### src/rtl/branch_cmp_pipe_if.sv
// branch_cmp_pipe_if: request/result handshake and statistics bundle for branch_cmp_pipe
interface branch_cmp_pipe_if #(parameter int WIDTH = 32, parameter int TAG_W = 5, parameter int CNT_W = 16);
  logic             in_valid;
  logic             in_ready;
  logic [2:0]       op;
  logic [WIDTH-1:0] a;
  logic [WIDTH-1:0] b;
  logic [TAG_W-1:0] in_tag;
  logic             flush;
  logic             out_valid;
  logic             out_ready;
  logic             taken;
  logic             illegal;
  logic [TAG_W-1:0] out_tag;
  logic [CNT_W-1:0] eval_cnt;
  logic [CNT_W-1:0] taken_cnt;
  modport master (
    output in_valid, op, a, b, in_tag, flush, out_ready,
    input  in_ready, out_valid, taken, illegal, out_tag, eval_cnt, taken_cnt
  );
  modport slave (
    input  in_valid, op, a, b, in_tag, flush, out_ready,
    output in_ready, out_valid, taken, illegal, out_tag, eval_cnt, taken_cnt
  );
endinterface

### src/rtl/branch_cmp_pipe.sv
// branch_cmp_pipe: elastic pipelined branch-condition evaluator with flush and saturating statistics
module branch_cmp_pipe #(
  parameter int WIDTH  = 32,
  parameter int STAGES = 1,
  parameter int TAG_W  = 5,
  parameter int CNT_W  = 16
) (
  input logic             clk,
  input logic             reset,
  branch_cmp_pipe_if.slave bus
);
  if (STAGES < 1 || STAGES > 3) begin : g_bad_stages
    $error("branch_cmp_pipe: STAGES must be 1..3");
  end
  logic                neg, zero, cond_d, ill_d, out_hs;
  logic [STAGES+1:1]   rdy;
  logic [STAGES:1]     v_q, t_q, il_q;
  logic [TAG_W-1:0]    tag_q [1:STAGES];
  logic [CNT_W-1:0]    eval_q, taken_q;
  assign neg  = bus.a[WIDTH-1];
  assign zero = bus.a == '0;
  assign ill_d = &bus.op;
  assign cond_d = bus.op == 3'd0 ? bus.a == bus.b :
                  bus.op == 3'd1 ? bus.a != bus.b :
                  bus.op == 3'd2 ? neg || zero :
                  bus.op == 3'd3 ? !(neg || zero) :
                  bus.op == 3'd4 ? neg :
                  bus.op == 3'd5 ? !neg :
                  bus.op == 3'd6 ? $signed(bus.a) < $signed(bus.b) : 1'b0;
  // a stage can take new data when it is empty or its content moves on
  always_comb begin
    rdy[STAGES+1] = bus.out_ready;
    for (int s = STAGES; s >= 1; s--) rdy[s] = !v_q[s] || rdy[s+1];
  end
  assign out_hs = v_q[STAGES] && bus.out_ready && !bus.flush;
  always_ff @(posedge clk) begin
    if (reset) begin
      v_q     <= '0;
      t_q     <= '0;
      il_q    <= '0;
      eval_q  <= '0;
      taken_q <= '0;
      for (int s = 1; s <= STAGES; s++) tag_q[s] <= '0;
    end else begin
      if (rdy[1]) begin
        v_q[1]   <= bus.in_valid && !bus.flush;
        t_q[1]   <= cond_d;
        il_q[1]  <= ill_d;
        tag_q[1] <= bus.in_tag;
      end
      for (int s = 2; s <= STAGES; s++) begin
        if (rdy[s]) begin
          v_q[s]   <= v_q[s-1];
          t_q[s]   <= t_q[s-1];
          il_q[s]  <= il_q[s-1];
          tag_q[s] <= tag_q[s-1];
        end
      end
      if (bus.flush) v_q <= '0;
      if (out_hs) begin
        eval_q  <= eval_q + CNT_W'(!(&eval_q));
        taken_q <= taken_q + CNT_W'(t_q[STAGES] && !(&taken_q));
      end
    end
  end
  assign bus.in_ready  = rdy[1] && !bus.flush;
  assign bus.out_valid = v_q[STAGES];
  assign bus.taken     = t_q[STAGES];
  assign bus.illegal   = il_q[STAGES];
  assign bus.out_tag   = tag_q[STAGES];
  assign bus.eval_cnt  = eval_q;
  assign bus.taken_cnt = taken_q;
endmodule

### src/flat_wrapper.sv
// flat-port wrapper written by rule: the top's interface ports become plain ports
module branch_cmp_pipe_flat 
#(
  parameter int WIDTH  = 32,
  parameter int STAGES = 1,
  parameter int TAG_W  = 5,
  parameter int CNT_W  = 16
)
  (clk, reset, bus_in_valid, bus_op, bus_a, bus_b, bus_in_tag, bus_flush, bus_out_ready, bus_in_ready, bus_out_valid, bus_taken, bus_illegal, bus_out_tag, bus_eval_cnt, bus_taken_cnt);
  branch_cmp_pipe_if #(.WIDTH(WIDTH), .TAG_W(TAG_W), .CNT_W(CNT_W)) bus_i ();
  input logic clk;
  input logic reset;
  input wire logic [$bits(bus_i.in_valid)-1:0] bus_in_valid;
  input wire logic [$bits(bus_i.op)-1:0] bus_op;
  input wire logic [$bits(bus_i.a)-1:0] bus_a;
  input wire logic [$bits(bus_i.b)-1:0] bus_b;
  input wire logic [$bits(bus_i.in_tag)-1:0] bus_in_tag;
  input wire logic [$bits(bus_i.flush)-1:0] bus_flush;
  input wire logic [$bits(bus_i.out_ready)-1:0] bus_out_ready;
  output wire logic [$bits(bus_i.in_ready)-1:0] bus_in_ready;
  output wire logic [$bits(bus_i.out_valid)-1:0] bus_out_valid;
  output wire logic [$bits(bus_i.taken)-1:0] bus_taken;
  output wire logic [$bits(bus_i.illegal)-1:0] bus_illegal;
  output wire logic [$bits(bus_i.out_tag)-1:0] bus_out_tag;
  output wire logic [$bits(bus_i.eval_cnt)-1:0] bus_eval_cnt;
  output wire logic [$bits(bus_i.taken_cnt)-1:0] bus_taken_cnt;
  assign bus_i.in_valid = bus_in_valid;
  assign bus_i.op = bus_op;
  assign bus_i.a = bus_a;
  assign bus_i.b = bus_b;
  assign bus_i.in_tag = bus_in_tag;
  assign bus_i.flush = bus_flush;
  assign bus_i.out_ready = bus_out_ready;
  assign bus_in_ready = bus_i.in_ready;
  assign bus_out_valid = bus_i.out_valid;
  assign bus_taken = bus_i.taken;
  assign bus_illegal = bus_i.illegal;
  assign bus_out_tag = bus_i.out_tag;
  assign bus_eval_cnt = bus_i.eval_cnt;
  assign bus_taken_cnt = bus_i.taken_cnt;
  branch_cmp_pipe #(.WIDTH(WIDTH), .STAGES(STAGES), .TAG_W(TAG_W), .CNT_W(CNT_W)) u_core (.clk(clk), .reset(reset), .bus(bus_i));
endmodule
### config.mk
export PLATFORM = sky130hd
export DESIGN_NAME = branch_cmp_pipe_flat
export DESIGN_NICKNAME = d
export VERILOG_FILES = /design/src/rtl/branch_cmp_pipe_if.sv /design/src/rtl/branch_cmp_pipe.sv /design/src/flat_wrapper.sv
export SDC_FILE = /design/constraint.sdc
export NUM_CORES = 1
export LEC_CHECK = 0
export BUFFER_PORTS_ARGS = -buffer_cell sky130_fd_sc_hd__buf_2
export CAP_MARGIN = 5
export CORE_MARGIN = 2
export CORE_UTILIZATION = 48
export DETAILED_ROUTE_END_ITERATION = 16
export PLACE_DENSITY = 0.77
export RECOVER_POWER = 25
export SLEW_MARGIN = 5
export SYNTH_ARGS = -nofsm -noshare
export SYNTH_HDL_FRONTEND = slang
export SYNTH_SLANG_ARGS = --single-unit
### constraint.sdc
create_clock -name clk -period 2.6 [get_ports clk]
set_clock_uncertainty 0.15 [all_clocks]
set_input_delay 0.26 -clock clk [delete_from_list [all_inputs] [get_ports clk]]
set_output_delay 0.26 -clock clk [all_outputs]
set_load 0.1 [all_outputs]
==> run metrics <==
clk root buf clkbuf_8; Reg clk slew, reported paths 0.08 ns; final WL 6340 um; outcome completed; Startpoint Class flop; mapped cell area 0.00266 mm^2; clk sink count 40; vias in the first global route 2,560; Synth Area in Simple Gates 0.254; slowest stage delay, CP 0.35 ns; EDFF count, synth 5; number of hold buffers added after CTS 0; FP Rows 27; synth unique cells 43; initial antenna violation count 0; Avg WL per Cell 12.4 um; reg2reg end u_core.bus.eval_cnt[8]; first-pass GRT wire length 10,900 um; Post-Syn Area per Cell 8.41 um^2; Tcrit/Tclk final 0.909; DR vias 2,631; Max-slew headroom 0.225; Synth-to-Final Area Change 30.0%; worst hold stages 2; IO Port Bufs 117; Peak VDD IR 0.252 mV; GR Util All Layers 0.218; Pwr Density 400 mW/mm^2; Reg2Reg Setup Slack 0.24 ns; async set-reset flop share out of synthesis 0; startpoint of the worst hold path reset; achievable frequency 0.423 GHz; Starting Density 0.489; critical path, cell by cell and3_1 -> and3_1 -> and4_1 -> nand3_1 -> ha_1 -> ha_1 -> nand2_1 -> nor2_2 -> nand3_1 -> xor2_1 -> nor2_1; post-synthesis adder-cell area fraction 0.169; worst skew pair latency 0.29 ns; register area share after synthesis 0.320; Final #Nets 550; Post-Synthesis Cells 316; worst r2r src u_core.bus.eval_cnt[8]; Tmin final 2.36 ns; WHS Endpoint u_core.bus.illegal; crit end category flop; # setup viols final 0; Via density 5.16; Worst Setup Path Type flop to flop; core area 0.00544 mm^2; largest family of logic cells by synthesized area simple AND/OR/NAND/NOR gates; Layout Cells excl Fill 510; Die Wd 78.4 um; CTS Buf Count 5; leakage 1.72 nW; fin util 0.635; fin. max-slew vios 0; Crit Path Max Fanout 5; Worst path slowest cell dfxtp_4; RSZ-0062 raised after global routing no; R2R cell count 11; die area 0.00615 mm^2; Final ANT Viol Nets 0; DP Cell Count 502; pre-CTS WS 0.173 ns; 1st-iter DRT viols 58; Vert. Die Dim 78.4 um; CTS max path bufs 2; DRC viols 0; Compound-Gate Fraction of Synth Area 0.0876; CTS tree done; n_diodes 0; syn nets 429; ys flop type dfxtp_1; Final Hold Fails 0; H-tree Lvls 2; multiplexer share of the synthesized area 0.0188; Syn. warnings 0; number of max-cap violations 0; Final WS setup 0.237 ns; Hold WS 0.0280 ns; largest net degree at the start of global routing 34; postcts setup bufs 0; worst hold path class input pin to flop; global route overflow 0; io pins 118; commonest non-fill, non-tap cells in the layout buf_2 (103), nor2_1 (39), ha_1 (36); post-synthesis register bit count 40; DR pass1 iterations 4; Synth Area in XOR/XNOR 0.0923; most common cell after layout, fill and taps aside buf_2; Worst EP arrival 2.38 ns; fraction of layout instances using a drive strength above 1 0.336; RePlAce Congestion 0.869; Final HPWL DP 5280 um; worst endpoint required time 2.62 ns; Slew @ Worst Pin 1.17 ns
## per-stage QoR
step	TNS, ns	total power [mW]	area, um^2
after floorplan	-0.00616	0.840	2700
after global placement	0	0.938	3370
after detailed placement	0	0.946	3370
after CTS	0	1.40	3470
after global routing	0	1.47	3460
final	0	1.38	3460
## repair_timing
item	in CTS	in global routing
hold endpoints to repair	0	0
gates resized for setup	0	1
endpoints found under the setup margin	0	3
## registers in the layout, summed over array words and instances (netlist names)
| register | flops |
|---|---|
| u_core.bus.taken | 1 |
| u_core.bus.out_valid | 1 |
| u_core.bus.illegal | 1 |
| u_core.bus.taken_cnt | 16 |
| u_core.tag_q | 5 |
| u_core.bus.eval_cnt | 16 |
## synth_stat cells, drive strengths merged (5+ instances only)
cell type | number | share of area
and3 | 5 | 0.012
nand3 | 14 | 0.026
xor2 | 24 | 0.079
nand2 | 23 | 0.032
dfxtp | 35 | 0.26
nor4 | 10 | 0.026
edfxtp | 5 | 0.056
inv | 35 | 0.049
o21ai | 6 | 0.011
a21oi | 15 | 0.028
and2 | 5 | 0.012
nor2 | 41 | 0.058
nand4 | 19 | 0.047
ha | 36 | 0.17
mux2i | 5 | 0.019
## metal layers
metal | routed length [um] | track usage | vias to the layer above
met5 | 0 | 0 | -
met3 | 361 | 0.0448 | 8
li1 | - | - | 1343
met4 | 63 | 0.0754 | 0
met1 | 2840 | 0.266 | 1209
met2 | 3070 | 0.381 | 71
## area by class of cell
type                    count  area [um^2]
flip-flops and latches     40          891
inverters                  35          131
well taps                  72         90.1
clock inverters             1         5.00
clock buffers               7         97.6
multi-input cells         236         1660
fillers                   515         1980
repair buffers            119          583
## worst max-delay path, delay by kind of cell (launching register included)
kind          cells  cell delay [ns]
simple gates      8             1.23
fa+ha+maj         2             0.35
flops             1             0.35
xor+xnor          1             0.16
## report_power, final
part           internal (mW)  leakage (nW)  switching [mW]  total, mW
sequential             0.630         0.354         0.00413      0.634
clock                  0.246        0.0534           0.208      0.454
combinational          0.111          1.32           0.183      0.295
total                  0.987          1.72           0.395       1.38
## kinds of logic after synthesis
family,after synthesis
xor gates and xnor gates,28
and+or+nand+nor,131
DFF,40
adders and majority gates,36
buffers and inverters,40
muxes,5
AOI/OAI and AO/OA,36
## worst max path at each step
stage	startpoint	to	slack [ns]	depth (start not counted)
2_1_floorplan	u_core.bus.eval_cnt[12]	u_core.bus.eval_cnt[13]	-0.006	8
3_3_place_gp	u_core.bus.eval_cnt[8]	u_core.bus.eval_cnt[8]	0.25	11
3_5_place_dp	u_core.bus.eval_cnt[8]	u_core.bus.eval_cnt[8]	0.17	11
4_1_cts	u_core.bus.eval_cnt[8]	u_core.bus.eval_cnt[8]	0.11	11
5_1_grt	u_core.bus.eval_cnt[8]	u_core.bus.eval_cnt[10]	0.06	11
6_report	u_core.bus.eval_cnt[8]	u_core.bus.eval_cnt[8]	0.24	11
Power figures use the tool's default switching activity.
